--- src/rtl/scan_pkg.sv ---
// Shared definitions for the scanned-display capture block: enable patterns,
// sequencer state type and the enable decoder.
package scan_pkg;

    localparam int IDX_W = 2;

    localparam logic [3:0] EN0   = 4'b0111;
    localparam logic [3:0] EN1   = 4'b1011;
    localparam logic [3:0] EN2   = 4'b1101;
    localparam logic [3:0] EN3   = 4'b1110;
    localparam logic [3:0] BLANK = 4'b1111;

    typedef enum logic {
        IDLE,
        TRACK
    } state_t;

    typedef struct packed {
        logic             legal;
        logic             blank;
        logic [IDX_W-1:0] idx;
    } dec_t;

    // Maps an active-low one-hot enable to a digit index.
    // A value that is neither legal nor blank is illegal.
    function automatic dec_t decode_en(input logic [3:0] en);
        dec_t d;
        d.legal = 1'b0;
        d.blank = 1'b0;
        d.idx   = '0;
        case (en)
            EN0:     begin d.legal = 1'b1; d.idx = 2'd0; end
            EN1:     begin d.legal = 1'b1; d.idx = 2'd1; end
            EN2:     begin d.legal = 1'b1; d.idx = 2'd2; end
            EN3:     begin d.legal = 1'b1; d.idx = 2'd3; end
            BLANK:   d.blank = 1'b1;
            default: ;
        endcase
        return d;
    endfunction

endpackage

--- src/rtl/scan_sync.sv ---
// Two-flop synchronizer of configurable width; both stages load 'init' on reset.
module scan_sync #(
    parameter int W = 4
) (
    input  logic         clk,
    input  logic         rst,
    input  logic [W-1:0] init,
    input  logic [W-1:0] d,
    output logic [W-1:0] q
);

    logic [W-1:0] meta;

    always_ff @(posedge clk or negedge rst) begin
        if (!rst) begin
            meta <= init;
            q    <= init;
        end else begin
            meta <= d;
            q    <= meta;
        end
    end

endmodule

--- src/rtl/scan_capture.sv ---
// Captures one four-digit frame from a multiplexed (scanned) display bus,
// filtering glitches and checking the digit scan order.
module scan_capture
    import scan_pkg::*;
#(
    parameter int STABLE = 2
) (
    input  logic                 clk,
    input  logic                 rst,
    input  logic [3:0]           Ein,
    input  logic [3:0]           Din,
    input  logic                 err_clr,
    output logic [3:0]           Q0,
    output logic [3:0]           Q1,
    output logic [3:0]           Q2,
    output logic [3:0]           Q3,
    output logic                 frame_done,
    output logic                 err,
    output logic [IDX_W-1:0]     cur_idx
);

    localparam logic [3:0] STABLE_C = 4'(STABLE);

    logic [3:0]       ein_s, din_s;
    logic [3:0]       ein_l, din_l;
    logic [3:0]       cnt, cnt_n;
    logic             change, reach, acc;

    state_t           state, state_n;
    logic [IDX_W-1:0] exp_idx, exp_n;
    logic [3:0]       sh0, sh1, sh2;
    logic [2:0]       sh_we;
    logic             load_q, set_err, upd_idx;
    dec_t             dec;

    scan_sync #(.W(4)) u_sync_en (
        .clk  (clk),
        .rst  (rst),
        .init (BLANK),
        .d    (Ein),
        .q    (ein_s)
    );

    scan_sync #(.W(4)) u_sync_din (
        .clk  (clk),
        .rst  (rst),
        .init (4'h0),
        .d    (Din),
        .q    (din_s)
    );

    // Reaching STABLE from below (or on a reload when STABLE is 1) is the one
    // and only acceptance of a phase; a saturated counter never re-fires.
    always_comb begin
        change = (ein_s != ein_l) || (din_s != din_l);
        cnt_n  = cnt;
        if (change)
            cnt_n = 4'd1;
        else if (cnt < STABLE_C)
            cnt_n = cnt + 4'd1;
        reach = (cnt_n == STABLE_C) && (change || (cnt != STABLE_C));
    end

    always_ff @(posedge clk or negedge rst) begin
        if (!rst) begin
            ein_l <= BLANK;
            din_l <= 4'h0;
            cnt   <= 4'd0;
            acc   <= 1'b0;
        end else begin
            ein_l <= ein_s;
            din_l <= din_s;
            cnt   <= cnt_n;
            acc   <= reach;
        end
    end

    // The accepted phase is still held in ein_l/din_l on the cycle after acc.
    always_comb begin
        dec     = decode_en(ein_l);
        state_n = state;
        exp_n   = exp_idx;
        sh_we   = 3'b000;
        load_q  = 1'b0;
        set_err = 1'b0;
        upd_idx = 1'b0;
        if (acc && !dec.blank) begin
            if (!dec.legal) begin
                set_err = 1'b1;
                state_n = IDLE;
                exp_n   = 2'd1;
            end else begin
                upd_idx = 1'b1;
                unique case (state)
                    IDLE: begin
                        if (dec.idx == 2'd0) begin
                            sh_we[0] = 1'b1;
                            state_n  = TRACK;
                            exp_n    = 2'd1;
                        end
                    end
                    TRACK: begin
                        if (dec.idx == exp_idx) begin
                            if (exp_idx == 2'd3) begin
                                load_q  = 1'b1;
                                state_n = IDLE;
                                exp_n   = 2'd1;
                            end else begin
                                sh_we[exp_idx] = 1'b1;
                                exp_n          = exp_idx + 2'd1;
                            end
                        end else begin
                            set_err = 1'b1;
                            if (dec.idx == 2'd0) begin
                                sh_we[0] = 1'b1;
                                exp_n    = 2'd1;
                            end else begin
                                state_n = IDLE;
                                exp_n   = 2'd1;
                            end
                        end
                    end
                endcase
            end
        end
    end

    always_ff @(posedge clk or negedge rst) begin
        if (!rst) begin
            state      <= IDLE;
            exp_idx    <= 2'd1;
            sh0        <= 4'h0;
            sh1        <= 4'h0;
            sh2        <= 4'h0;
            Q0         <= 4'h0;
            Q1         <= 4'h0;
            Q2         <= 4'h0;
            Q3         <= 4'h0;
            frame_done <= 1'b0;
            err        <= 1'b0;
            cur_idx    <= '0;
        end else begin
            state      <= state_n;
            exp_idx    <= exp_n;
            frame_done <= load_q;
            if (sh_we[0]) sh0 <= din_l;
            if (sh_we[1]) sh1 <= din_l;
            if (sh_we[2]) sh2 <= din_l;
            if (load_q) begin
                Q0 <= sh0;
                Q1 <= sh1;
                Q2 <= sh2;
                Q3 <= din_l;
            end
            // A new error outranks a clear on the same edge.
            if (set_err)
                err <= 1'b1;
            else if (err_clr)
                err <= 1'b0;
            if (upd_idx)
                cur_idx <= dec.idx;
        end
    end

endmodule

--- config.mk ---
export PLATFORM = sky130hd
export DESIGN_NAME = scan_capture
export DESIGN_NICKNAME = d
export VERILOG_FILES = /design/src/rtl/scan_pkg.sv /design/src/rtl/scan_sync.sv /design/src/rtl/scan_capture.sv
export SDC_FILE = /design/constraint.sdc
export NUM_CORES = 1
export LEC_CHECK = 0
export CAP_MARGIN = 20
export CORE_MARGIN = 8
export CORE_UTILIZATION = 57
export CTS_BUF_LIST = sky130_fd_sc_hd__clkbuf_8 sky130_fd_sc_hd__clkbuf_16
export DETAILED_ROUTE_END_ITERATION = 10
export GPL_TIMING_DRIVEN = 0
export PLACE_DENSITY = 0.92
export SETUP_SLACK_MARGIN = 0.05
export SYNTH_ARGS = -nofsm -noshare
export SYNTH_HDL_FRONTEND = slang
export SYNTH_SLANG_ARGS = --single-unit
--- constraint.sdc ---
create_clock -name clk -period 5.8 [get_ports clk]
set_input_delay 1.16 -clock clk [delete_from_list [all_inputs] [get_ports clk]]
set_output_delay 1.16 -clock clk [all_outputs]
set_load 0.005 [all_outputs]
==> insert_results.sql, run 1 <==
INSERT INTO impl_metrics (metric_group, metric, value, unit) VALUES
('worst_setup_path', 'critical_path_peak_fanout', '2', ''),
('sta', 'fmax', '0.414', 'GHz'),
('routing', 'postRouteAntennaNets', '0', ''),
('flow_run', 'number_of_max_cap_violations', '0', ''),
('cts', 'post-cts-setup-buffer-count', '0', ''),
('floorplan', 'i_o_pin_count', '31', ''),
('worst_setup_path', 'worst-endpoint-required', '4640', 'ps'),
('routing', 'drt_iter0_markers', '131', ''),
('sta', 'timing_max_transition_violations_final', '0', ''),
('worst_setup_path', 'rr_endpoint', 'sh0[3]', ''),
('worst_setup_path', 'worstSetupStartpointType', 'register', ''),
('hold_path', 'min_delay_path_depth', '0', ''),
('grt', 'grt_overflow', '0', ''),
('hold_path', 'worst_hold_startpoint', 'u_sync_din.meta[3]', ''),
('sta', 'transition_time_at_the_pin_with_the_least_slew_margin', '704', 'ps'),
('grt', 'antenna_found_initial', '0', ''),
('synth', 'syn_avg_cell_area', '13.4', 'um^2'),
('synth', 'cells_after_synthesis', '207', ''),
('hold_path', 'hold_path_class', 'reg2reg', ''),
('layout', 'stdcell_count', '321', ''),
('placed_design', 'port_buffers', '30', ''),
('worst_setup_path', 'cell_by_cell_listing_of_the_critical_path', 'clkdlybuf4s50_1', ''),
('sta', 'layout_worst_path_cycle_share', '41.7', '%'),
('routing', 'drcViolationCount', '0', ''),
('routing', 'routed_via_density', '5.55', ''),
('layout', 'diodes_inserted', '0', ''),
('status', 'outcome', 'complete, no violations', ''),
('placed_design', 'gpl.final_weighted_congestion', '0.838', ''),
('sta', 'layout_setup_ws', '3380', 'ps'),
('grt', 'first_global_vias', '1844', ''),
('layout', 'area.growth.synth_to_final', '22.3', '%'),
('synth', 'synthDistinctLibCells', '50', ''),
('floorplan', 'die-height', '85.8', 'um'),
('cts', 'htreeDepth', '3', ''),
('floorplan', 'die_w', '85.8', 'um'),
('cts', 'insertion_delay', '340', 'ps'),
('cts', 'cts.sink_count', '64', ''),
('synth', 'mappedNetlistNets', '224', ''),
('synth', 'post-synth-top-area-fraction', '45.9', '%'),
('placed_design', 'dp_hpwl', '3720', 'um'),
('floorplan', 'initial_utilization', '58.8', '%'),
('power', 'power-per-cell-area', '280', 'mW/mm^2'),
('placed_design', 'dp.cells', '305', ''),
('worst_setup_path', 'cp_num_buf_inv', '1', ''),
('sta', 'grt_setup_unrepaired', 'no', ''),
('layout', 'post_route_cells_drive_above_1_share', '29.1', '%'),
('routing', 'drt_pass1_iterations', '4', ''),
('layout', 'design.final.nets', '266', ''),
('layout', 'final_area', '0.00340', 'mm^2'),
('floorplan', 'fp.coreArea', '0.00472', 'mm^2'),
('routing', 'drt-wirelength-per-cell', '17.0', 'um'),
('placed_design', 'dp_worst_setup_slack', '3570', 'ps'),
('placed_design', 'postPlaceCellArea', '0.00318', 'mm^2'),
('sta', 'worst_clock_skew_on_the_final_layout', '6.61', 'ps'),
('hold_path', 'hold_path_end', 'u_sync_din.q[3]', ''),
('routing', 'dr_total_vias', '1782', ''),
('power', 'irDropWorstVdd', '0.237', 'mV'),
('worst_setup_path', 'cp_top_family', 'buffers and inverters', ''),
('sta', 'finalWorstPathRequiredPeriod', '2420', 'ps'),
('worst_setup_path', 'worst_path_max_delay_cell', 'clkdlybuf4s50_1', ''),
('grt', 'grtUsageTotal', '16.6', '%'),
('floorplan', 'fp.dieArea', '0.00736', 'mm^2'),
('grt', 'grt_pass1_wl', '9230', 'um'),
('worst_setup_path', 'worst_r2r_startpoint', 'exp_idx[0]', ''),
('layout', 'fin_util', '71.9', '%'),
('synth', 'synth.yosys.warnings', '0', ''),
('synth', 'synth_flop_cell', 'dfrtp_1', ''),
('routing', 'finalWirelength', '5470', 'um'),
('floorplan', 'std_cell_rows', '25', ''),
('cts', 'cts_repair_resize_count', '0', ''),
('cts', 'cts.path.max_buffers', '2', '');
## cell usage in the layout, fill, tap and decap left out, types with 2 or more instances in the layout
cell type        count
mux2_1               4
clkinv_2             2
xor2_1               8
clkbuf_8            10
inv_1                8
nor4_1               4
nor2_1               8
buf_4                3
ha_1                 6
nor3_1               3
mux2_2              17
nor2b_1              2
o21ai_0              4
a31oi_1              2
or3_1                2
a21oi_1              6
dfstp_2             13
xnor2_1              2
nand4_1              2
nand3_1              5
buf_2                7
a21boi_0             2
bufinv_16            2
and3_1               4
mux2_4               9
nand2_1              9
buf_6                2
dfrtp_1             51
o2111ai_1            2
clkdlybuf4s50_1     29
## per-layer routing
metal  global-route usage [%]  part of all wire (%)  vias to the layer above  wire length [um]
met4                     7.80                   2.6                        0               140
met5                        0                     0                        -                 0
met1                     18.9                    42                      892              2290
met2                     26.6                    51                       55              2770
li1                         -                     -                      818                 -
met3                     6.78                   4.8                       17               264
## cells in the mapped netlist (2+ instances only)
cell	number
and3_1	4
o21ai_0	4
xnor2_1	2
nor2_1	8
or3_1	2
buf_6	2
nor2b_1	2
dfstp_2	13
o2111ai_1	2
mux2_1	4
buf_4	3
mux2_2	17
buf_2	6
nor4_1	4
a21boi_0	2
ha_1	6
a31oi_1	2
a21oi_1	6
nand4_1	2
nand2_1	9
dfrtp_1	51
nor3_1	3
mux2_4	9
xor2_1	8
inv_1	7
nand3_1	5
## area by class of cell
| class | count | area, um^2 |
|---|---|---|
| fillers | 329 | 1330 |
| flip-flops and latches | 64 | 1620 |
| well taps | 67 | 83.8 |
| clock inverters | 6 | 82.6 |
| clock buffers | 10 | 138 |
| multi-input cells | 124 | 1050 |
| inverters | 7 | 26.3 |
| plain buffers | 12 | 78.8 |
| repair buffers | 31 | 315 |
## report_power, final
group | switching (mW) | internal [mW]
registers | 0.00776 | 0.462
logic | 0.0371 | 0.0249
clock network | 0.166 | 0.252
## cells by family after synthesis
group | after synthesis | share of synthesized area, %
AND/OR/NAND/NOR | 49 | 10.8
multiplexers | 30 | 13.4
AO/OA/AOI/OAI | 28 | 7.57
buffers and inverters | 19 | 3.78
flip-flops | 64 | 58.2
adder cells (fa/ha/maj) | 7 | 3.06
XOR/XNOR | 10 | 3.15
## worst max-delay path by stage
stage,endpoint,cells after the start,from
3_5_place_dp,sh0[3],6,exp_idx[0]
6_report,err,1,err
2_1_floorplan,sh0[0],6,exp_idx[0]
3_3_place_gp,Q0[0],1,rst
4_1_cts,err,1,err
5_1_grt,err,1,err
(Power assumes the default switching activity.)
==> run 2, diff against run 1 <==
Settings changed: CORE_UTILIZATION 57 to 50, PLACE_DENSITY 0.92 to 0.86.
Clock period 5.8 ns to 2.2 ns, I/O delays scaled along.
==> run 2 against run 1 <==
  * Combinational power rose to 3.0 times the previous value
  * Core utilization fell by 7.4 points
  * Setup slack got worse by 3300 ps
  * Register-to-register slack got worse by 3400 ps
  * Cell count rose by 2.8%
  * Worst hold slack got worse by 230 ps
  * Die area rose by 11%
  * Non-clock buffer count rose by 5
  * Design area rose by 3.3%
  * Count of clock-buffer cells in the layout fell by 1
  * Critical path depth rose by 6
  * Sequential power rose to 2.6 times the previous value
  * Largest cell class unchanged
==> insert_results.sql, run 2 (synthesis results as in run 1) <==
INSERT INTO impl_metrics (metric_group, metric, value, unit) VALUES
('sta', 'report.final.setup_viol', '0', ''),
('placed_design', 'gpl.final_weighted_congestion', '0.886', ''),
('cts', 'cts.sink_count', '64', ''),
('floorplan', 'initial_utilization', '51.1', '%'),
('routing', 'finalWirelength', '5410', 'um'),
('cts', 'postCtsHoldBufs', '0', ''),
('status', 'outcome', 'complete, no violations', ''),
('worst_setup_path', 'ff2ff_setup_slack', '120', 'ps'),
('sta', 'grt_setup_unrepaired', 'no', ''),
('sta', 'final_report_hold_violation_count', '0', ''),
('grt', 'antenna_found_initial', '0', ''),
('grt', 'first_global_vias', '1925', ''),
('floorplan', 'die-height', '90.5', 'um'),
('placed_design', 'dp_hpwl', '3640', 'um'),
('cts', 'numCtsBuffers', '9', ''),
('grt', 'grt_util_met2', '23.5', '%'),
('sta', 'worst_clock_skew_on_the_final_layout', '8.03', 'ps'),
('grt', 'pin_count_of_the_biggest_net_entering_global_routing', '39', ''),
('power', 'irDropWorstVdd', '0.692', 'mV'),
('worst_setup_path', 'timing.critical_path.slowest_cell_delay', '560', 'ps'),
('routing', 'drcViolationCount', '0', ''),
('worst_setup_path', 'worstPathArrival', '2300', 'ps'),
('grt', 'grt_pass1_wl', '9290', 'um'),
('grt', 'grt_overflow', '0', ''),
('layout', 'layout.cells.most_common', 'dfrtp_1', ''),
('layout', 'final_area', '0.00351', 'mm^2'),
('power', 'netsw', '568', 'uW'),
('sta', 'fmax', '0.482', 'GHz'),
('floorplan', 'std_cell_rows', '27', ''),
('worst_setup_path', 'cell_by_cell_listing_of_the_critical_path', 'buf_12 -> xnor2_2 -> a211oi_2 -> o21ai_2 -> a2111oi_4 -> buf_4 -> mux2_4', ''),
('placed_design', 'postPlaceCellArea', '0.00318', 'mm^2'),
('routing', 'drt_iter0_markers', '206', ''),
('grt', 'grt_util_met3', '3.57', '%'),
('sta', 'timing_max_transition_violations_final', '0', ''),
('grt', 'grt.busiest_layer', 'met2', ''),
('routing', 'drt-wirelength-per-cell', '16.4', 'um'),
('worst_setup_path', 'worstSetupPathType', 'reg2reg', ''),
('routing', 'drt_pass1_iterations', '4', ''),
('worst_setup_path', 'reg2regPathDepth', '7', ''),
('layout', 'fin_util', '64.5', '%'),
('placed_design', 'port_buffers', '30', ''),
('worst_setup_path', 'rr_endpoint', 'sh0[3]', ''),
('power', 'p_seq_share', '49.7', '%'),
('cts', 'cts_tree', 'done', ''),
('floorplan', 'die_w', '90.5', 'um'),
('power', 'intPower', '1.93', 'mW'),
('cts', 'cts.path.max_buffers', '2', ''),
('worst_setup_path', 'setup.worst_path.end_class', 'register', ''),
('power', 'leak', '1.64', 'nW'),
('routing', 'dr_total_vias', '1820', ''),
('sta', 'transition_time_at_the_pin_with_the_least_slew_margin', '634', 'ps'),
('sta', 'whs', '117', 'ps'),
('routing', 'postRouteAntennaNets', '0', ''),
('floorplan', 'i_o_pin_count', '31', ''),
('worst_setup_path', 'worst-endpoint-required', '2430', 'ps'),
('placed_design', 'dp.cells', '310', ''),
('power', 'power_frac_clock', '43.0', '%'),
('cts', 'clkTransAtPathRegs', '70', 'ps'),
('power', 'power-per-cell-area', '711', 'mW/mm^2'),
('floorplan', 'fp.dieArea', '0.00820', 'mm^2'),
('cts', 'htreeDepth', '3', ''),
('worst_setup_path', 'cp_num_buf_inv', '2', ''),
('hold_path', 'hold_path_class', 'in2async', ''),
('worst_setup_path', 'worst_path_max_delay_cell', 'dfstp_2', ''),
('worst_setup_path', 'cp_top_family', 'compound AO/OA/AOI/OAI gates', ''),
('sta', 'finalWorstPathRequiredPeriod', '2080', 'ps'),
('power', 'power.switching_fraction', '22.8', '%'),
('power', 'combPwrFrac', '7.4', '%'),
('layout', 'area.growth.synth_to_final', '26.4', '%'),
('sta', 'relSlewSlack', '57.7', '%'),
('layout', 'post_route_cells_drive_above_1_share', '34.1', '%'),
('grt', 'grtUsageMet1', '16.2', '%'),
('flow_run', 'number_of_max_cap_violations', '0', ''),
('layout', 'layout.cells.most_common_list', '51 x dfrtp_1, 29 x clkdlybuf4s50_1, 17 x mux2_2, 13 x mux2_4, 13 x dfstp_2', ''),
('sta', 'layout_worst_path_cycle_share', '94.3', '%'),
('worst_setup_path', 'worstSetupStartpointType', 'register', ''),
('cts', 'insertion_delay', '340', 'ps'),
('power', 'fin_total_pwr', '2.49', 'mW'),
('layout', 'diodes_inserted', '0', ''),
('floorplan', 'fp.coreArea', '0.00544', 'mm^2'),
('layout', 'stdcell_count', '330', ''),
('worst_setup_path', 'worst_r2r_startpoint', 'ein_l[0]', ''),
('worst_setup_path', 'critical_path_peak_fanout', '7', ''),
('grt', 'grtUsageTotal', '14.1', '%'),
('cts', 'clock_tree.root_cell', 'clkbuf_8', ''),
('layout', 'design.final.nets', '271', ''),
('routing', 'routed_via_density', '5.52', '');
[run 2: power groups by stage]
| stage | clock network, mW | registers (mW) | logic, mW |
|---|---|---|---|
| 2_1_floorplan | 0 | 1.25 | 0.0936 |
| 3_3_place_gp | 0 | 1.26 | 0.150 |
| 3_5_place_dp | 0 | 1.26 | 0.159 |
| 4_1_cts | 1.09 | 1.24 | 0.164 |
| 5_1_grt | 1.13 | 1.24 | 0.203 |
| 6_report | 1.07 | 1.24 | 0.183 |
[run 2: layout make-up]
type,count,area (um^2)
Fill cell,394,1930
Sequential cell,64,1620
Timing Repair Buffer,37,385
Buffer,11,83.8
Multi-Input combinational cell,124,1100
Clock buffer,9,124
Inverter,7,26.3
Tap cell,72,90.1
Clock inverter,6,83.8
[run 2: through the flow]
step / worst slack [ps] / setup TNS [ps]
4_1_cts: 50.0 / 0
3_3_place_gp: -1180 / -67110
5_1_grt: 51.0 / 0
3_5_place_dp: -20.6 / -65.4
6_report: 124 / 0
2_1_floorplan: 205 / 0
[run 2: per-layer routing]
metal,routed length [um],part of all wire [%]
met5,0,0
met4,136,2.5
met3,228,4.2
met2,2750,51
met1,2290,42
[run 2: worst max path at each step]
stage | from | end | slack [ps] | depth (start not counted)
floorplan | exp_idx[0] | sh0[0] | 210 | 6
global placement | rst | cur_idx[1] | -1180 | 1
detailed placement | exp_idx[0] | sh0[3] | -20 | 6
CTS | exp_idx[0] | sh0[3] | 50 | 7
global route | ein_l[0] | sh0[3] | 50 | 7
finish | ein_l[0] | sh0[3] | 120 | 7
[run 2: repair_timing]
item                                    4_1_cts  5_1_grt
endpoints found under the setup margin       13       17
cloned                                        0        0
buffers inserted                              1        5
gates resized for setup                       5        8
pin swaps                                     1        6
==> run 3, diff against run 2 <==
Settings changed: GPL_ROUTABILITY_DRIVEN set to 0.
==> results of run 3 <==
Final layout, timing and power as in run 2 (identical DEF).
